## config.mk

```make
export PLATFORM = sky130hd
export DESIGN_NAME = fxp_mac_sequencer
export DESIGN_NICKNAME = d
export VERILOG_FILES = /design/src/rtl/fxp_mac_sequencer.sv
export SDC_FILE = /design/constraint.sdc
export NUM_CORES = 1
export LEC_CHECK = 0
export ABC_AREA = 1
export BUFFER_PORTS_ARGS = -buffer_cell sky130_fd_sc_hd__buf_2
export CAP_MARGIN = 20
export CORE_ASPECT_RATIO = 0.75
export CORE_MARGIN = 4
export CORE_UTILIZATION = 30
export CTS_CLUSTER_DIAMETER = 100
export DETAILED_ROUTE_END_ITERATION = 10
export GPL_TIMING_DRIVEN = 0
export PLACE_DENSITY = 0.52
export SLEW_MARGIN = 20
export SYNTH_ARGS = -nofsm -noshare
export SYNTH_HDL_FRONTEND = slang
export SYNTH_SLANG_ARGS = --single-unit
```

## constraint.sdc

```tcl
create_clock -name clk -period 1.89 [get_ports clk]
set_input_delay 0.2835 -clock clk [delete_from_list [all_inputs] [get_ports clk]]
set_output_delay 0.2835 -clock clk [all_outputs]
set_load 0.1 [all_outputs]
```

## src/rtl/fxp_mac_sequencer.sv

```systemverilog
// Sequencer for the 16-bit Booth multiplier: launches one multiply per operand pair and
// accumulates the Q9.7 products into a dot-product sum. Optional saturation via MAC_SATURATE_EN.
module fxp_mac_sequencer #(
   parameter int W       = 16,
   parameter int TIMEOUT = 31
) (
   input  logic         clk,
   input  logic         rst,
   input  logic         in_valid,
   output logic         in_ready,
   input  logic [W-1:0] in_a,
   input  logic [W-1:0] in_b,
   input  logic         in_last,
   output logic         out_valid,
   input  logic         out_ready,
   output logic [W-1:0] out_sum,
   output logic         out_ovf,
   output logic         out_err,
   output logic         mul_start,
   output logic [W-1:0] mul_a,
   output logic [W-1:0] mul_b,
   input  logic [W-1:0] mul_result,
   input  logic         mul_ovf,
   input  logic         mul_finish
);

   localparam int TW = $clog2(TIMEOUT + 1);

   typedef enum logic [2:0] {
      IDLE,
      LAUNCH,
      WAIT_CLR,
      WAIT_DONE,
      ACCUM,
      EMIT
   } state_t;

   state_t          r_state;
   logic            r_inReady;
   logic            r_outValid;
   logic [W-1:0]    r_acc;
   logic            r_outOvf;
   logic            r_outErr;
   logic            r_mulStart;
   logic [W-1:0]    r_mulA;
   logic [W-1:0]    r_mulB;
   logic            r_lastQ;
   logic [TW-1:0]   r_timer;
   logic [W-1:0]    r_prod;
   logic            r_prodOvf;

   logic [W-1:0]    w_prodEff;
   logic [W:0]      w_sum17;
   logic            w_addOvf;
   logic [W-1:0]    w_accNext;

   // One guard bit is enough to detect signed overflow of the running sum.
   always_comb begin
      w_prodEff = r_prod;
`ifdef MAC_SATURATE_EN
      if (r_prodOvf) begin
         w_prodEff = (r_mulA[W-1] ^ r_mulB[W-1]) ? {1'b1, {(W-1){1'b0}}}
                                                : {1'b0, {(W-1){1'b1}}};
      end
`endif
      w_sum17   = {r_acc[W-1], r_acc} + {w_prodEff[W-1], w_prodEff};
      w_addOvf  = w_sum17[W] ^ w_sum17[W-1];
      w_accNext = w_sum17[W-1:0];
`ifdef MAC_SATURATE_EN
      if (w_addOvf) begin
         w_accNext = w_sum17[W] ? {1'b1, {(W-1){1'b0}}} : {1'b0, {(W-1){1'b1}}};
      end
`endif
   end

   always_ff @(posedge clk) begin
      if (rst) begin
         r_state    <= IDLE;
         r_inReady  <= 1'b0;
         r_outValid <= 1'b0;
         r_acc      <= '0;
         r_outOvf   <= 1'b0;
         r_outErr   <= 1'b0;
         r_mulStart <= 1'b0;
         r_mulA     <= '0;
         r_mulB     <= '0;
         r_lastQ    <= 1'b0;
         r_timer    <= '0;
         r_prod     <= '0;
         r_prodOvf  <= 1'b0;
      end else begin
         r_mulStart <= 1'b0;
         case (r_state)
            IDLE: begin
               if (r_inReady && in_valid) begin
                  r_mulA     <= in_a;
                  r_mulB     <= in_b;
                  r_lastQ    <= in_last;
                  r_inReady  <= 1'b0;
                  r_mulStart <= 1'b1;
                  r_state    <= LAUNCH;
               end else begin
                  r_inReady <= 1'b1;
               end
            end
            LAUNCH: begin
               r_timer <= '0;
               r_state <= WAIT_CLR;
            end
            // The finish level from the previous product must drop before a new one counts.
            WAIT_CLR: begin
               if (!mul_finish) begin
                  r_timer <= '0;
                  r_state <= WAIT_DONE;
               end else if (r_timer == TW'(TIMEOUT)) begin
                  r_outErr <= 1'b1;
                  if (r_lastQ) begin
                     r_outValid <= 1'b1;
                     r_state    <= EMIT;
                  end else begin
                     r_inReady <= 1'b1;
                     r_state   <= IDLE;
                  end
               end else begin
                  r_timer <= r_timer + 1'b1;
               end
            end
            WAIT_DONE: begin
               if (mul_finish) begin
                  r_prod    <= mul_result;
                  r_prodOvf <= mul_ovf;
                  r_state   <= ACCUM;
               end else if (r_timer == TW'(TIMEOUT)) begin
                  r_outErr <= 1'b1;
                  if (r_lastQ) begin
                     r_outValid <= 1'b1;
                     r_state    <= EMIT;
                  end else begin
                     r_inReady <= 1'b1;
                     r_state   <= IDLE;
                  end
               end else begin
                  r_timer <= r_timer + 1'b1;
               end
            end
            ACCUM: begin
               r_acc    <= w_accNext;
               r_outOvf <= r_outOvf | r_prodOvf | w_addOvf;
               if (r_lastQ) begin
                  r_outValid <= 1'b1;
                  r_state    <= EMIT;
               end else begin
                  r_inReady <= 1'b1;
                  r_state   <= IDLE;
               end
            end
            EMIT: begin
               if (out_ready) begin
                  r_outValid <= 1'b0;
                  r_acc      <= '0;
                  r_outOvf   <= 1'b0;
                  r_outErr   <= 1'b0;
                  r_inReady  <= 1'b1;
                  r_state    <= IDLE;
               end
            end
            default: r_state <= IDLE;
         endcase
      end
   end

   assign in_ready  = r_inReady;
   assign out_valid = r_outValid;
   assign out_sum   = r_acc;
   assign out_ovf   = r_outOvf;
   assign out_err   = r_outErr;
   assign mul_start = r_mulStart;
   assign mul_a     = r_mulA;
   assign mul_b     = r_mulB;

endmodule

```

==> run metrics <==
outcome=complete, no violations; vias post-DR=3980; Syn Area/Cell=7.05 um^2; Max Fclk=546 MHz; nets=748; CP required=2.15 ns; Die Y=107 um; worst skew pair latency=0.34 ns; register bit total from synthesis=79; initial antenna violation count=0; Power Dens Cells=1300 mW/mm^2; Synth Instances=556; H-tree levels=3; core area=0.0125 mm^2; Detailed Route Iter0 Violations=229; Hold Fails Final Rpt=0; Final Setup Violations=0; die area=0.0150 mm^2; Post-Route WL=11800 um; Avg WL per Cell=14.0 um; ANT cells=0; Unique masters post-synth=40; CTS Hold Buffers Added=0; clk_skew=0.00533 ns; P&R area growth vs syn=30.8%; Synth Cell Area=0.00392 mm^2; grt ovf=0; initial core utilization=0.313; post-route total power=6.67 mW; proportion of layout cells with a drive suffix above 1=0.297; CTS root buf=clkbuf_16; Routed Antenna Nets=0; num ports=108; Post-synth EDFFs=0; syn nets=629; Tcrit/Tclk final=0.969; Seq/Total Area, Yosys=0.403; vias per inst=4.70; Fillers=1363; Setup Crit Path Kind=reg2reg; clock slew at reported path FFs=0.06 ns; vias in the first global route=3642; crit end category=flop; shortest period the worst path allows=1.83 ns; leakage power=2.51 nW; clock buffer depth=2; max_cap viols=0; first-pass GRT wire length=18300 um; DRC viols=0; Core Rows=35; Sink Count=79; Yosys Warn Count=0; hold slack final=0.167 ns; CTS tree=done; setup TNS=0 ns; Worst Path Arrival=2.09 ns; GP Congestion=0.837; cts bufs inserted=9; Least-Margin Pin Slew=0.616 ns; Max FO, Critical Path=4; final slew viol count=0; fin util=0.409; DP HPWL=9030 um; Slew Limit Headroom=0.589; 1st-pass router iterations=4; pin count of the biggest net entering global routing=14; port bufs=106; dominant synthesized flop cell=dfxtp_1; maximum vdd drop=0.585 mV; ys async rst share=0; Worst Hold Class=in2reg; Die Wd=140 um; Total GRT Usage=0.151; CP startpoint kind=flop
-- stage by stage --
step	area, um^2	instances	setup WS [ns]
6_report	5130	846	0.0579
5_1_grt	5130	846	-0.0257
4_1_cts	5030	844	-0.0122
3_5_place_dp	4700	828	-0.0383
3_3_place_gp	4700	828	-0.00530
2_1_floorplan	3970	556	-0.0191
-- synth_stat cells (2+ instances only) --
cell	count	area, um^2
buf_6	5	56.3
nand3_1	22	110
buf_4	4	30.0
nor3_1	2	10.0
ha_1	17	213
nor2_2	3	18.8
o21ai_0	55	275
nor2_1	124	465
dfxtp_1	79	1580
and2_1	2	12.5
buf_2	3	15.0
o21bai_1	4	30.0
nand3b_1	5	37.5
a31oi_1	2	12.5
nand2_1	98	368
clkbuf_1	7	26.3
a21oi_1	41	205
inv_2	7	26.3
inv_1	44	165
o21ai_1	6	30.0
or2_2	3	18.8
nand4_1	4	25.0
o211ai_1	2	15.0
-- worst max-delay path: stages, from the launching register on --
cell and delay, ns:
dfxtp_4 0.37, ha_4 0.14, inv_2 0.04, fa_2 0.33, inv_2 0.06, nand2_2 0.05
nand2_2 0.10, nand4_1 0.11, nand2_2 0.15, nand3_2 0.08, nand3b_1 0.11, nand3_2 0.08
a21oi_1 0.13
-- power breakdown --
part           internal, mW  switching (mW)
clock network          1.13           0.711
logic                 0.491            2.24
registers              1.94           0.144
-- final timing paths --
check	from	to	slack, ns	depth (start not counted)
worst max-delay path	out_sum[0]	out_sum[14]	0.06	12
worst max register to register	out_sum[0]	out_sum[14]	0.06	12
worst min-delay path	in_a[12]	mul_a[12]	0.17	3
worst min register to register	out_valid	out_valid	0.46	2
-- repair_timing --
| item | 4_1_cts | 5_1_grt |
|---|---|---|
| pin swaps | 0 | 7 |
| setup buffers | 0 | 2 |
| endpoints found under the setup margin | 4 | 8 |
| gates cloned | 0 | 0 |
| gates resized for setup | 3 | 23 |
-- cells in the final DEF (no fill, tap or decap), drive strengths merged, types with 5 or more instances in the layout --
cell and count:
o21ai 61, a21oi 41, inv 51, dfxtp 79, nand2 100, nor2 129
nand3 23, clkbuf 18, nand3b 5, ha 17, buf 121
-- flip-flops by register name, indices dropped and copies added, names as in the netlist, 3 cells and up --
signal   flops
out_sum     16
r_timer      5
r_state      3
mul_a       16
mul_b       16
r_prod      16
-- per-layer routing --
metal	global-route usage	share of wire
met4	0.0394	0.0073
met1	0.217	0.50
met5	0	0
met3	0.0388	0.054
met2	0.224	0.43
-- cell type report --
| cell class | instances | area [um^2] | area share |
|---|---|---|---|
| inverter | 51 | 191 | 0.0373 |
| clock buffer | 11 | 264 | 0.0515 |
| clock inverter | 5 | 53.8 | 0.0105 |
| sequential | 79 | 1610 | 0.315 |
| buffer | 20 | 131 | 0.0256 |
| timing repair buffer | 108 | 546 | 0.106 |
| multi-input combinational | 406 | 2120 | 0.414 |
| tap | 166 | 208 | 0.0405 |
-- cell families after synthesis --
logic type,count (synthesis),synth area share
xor gates and xnor gates,2,0.00447
and+or+nand+nor,273,0.298
AOI/OAI and AO/OA,113,0.152
DFF,79,0.403
adders and majority gates,18,0.0593
buffers and inverters,71,0.0823
Power figures use the tool's default switching activity.
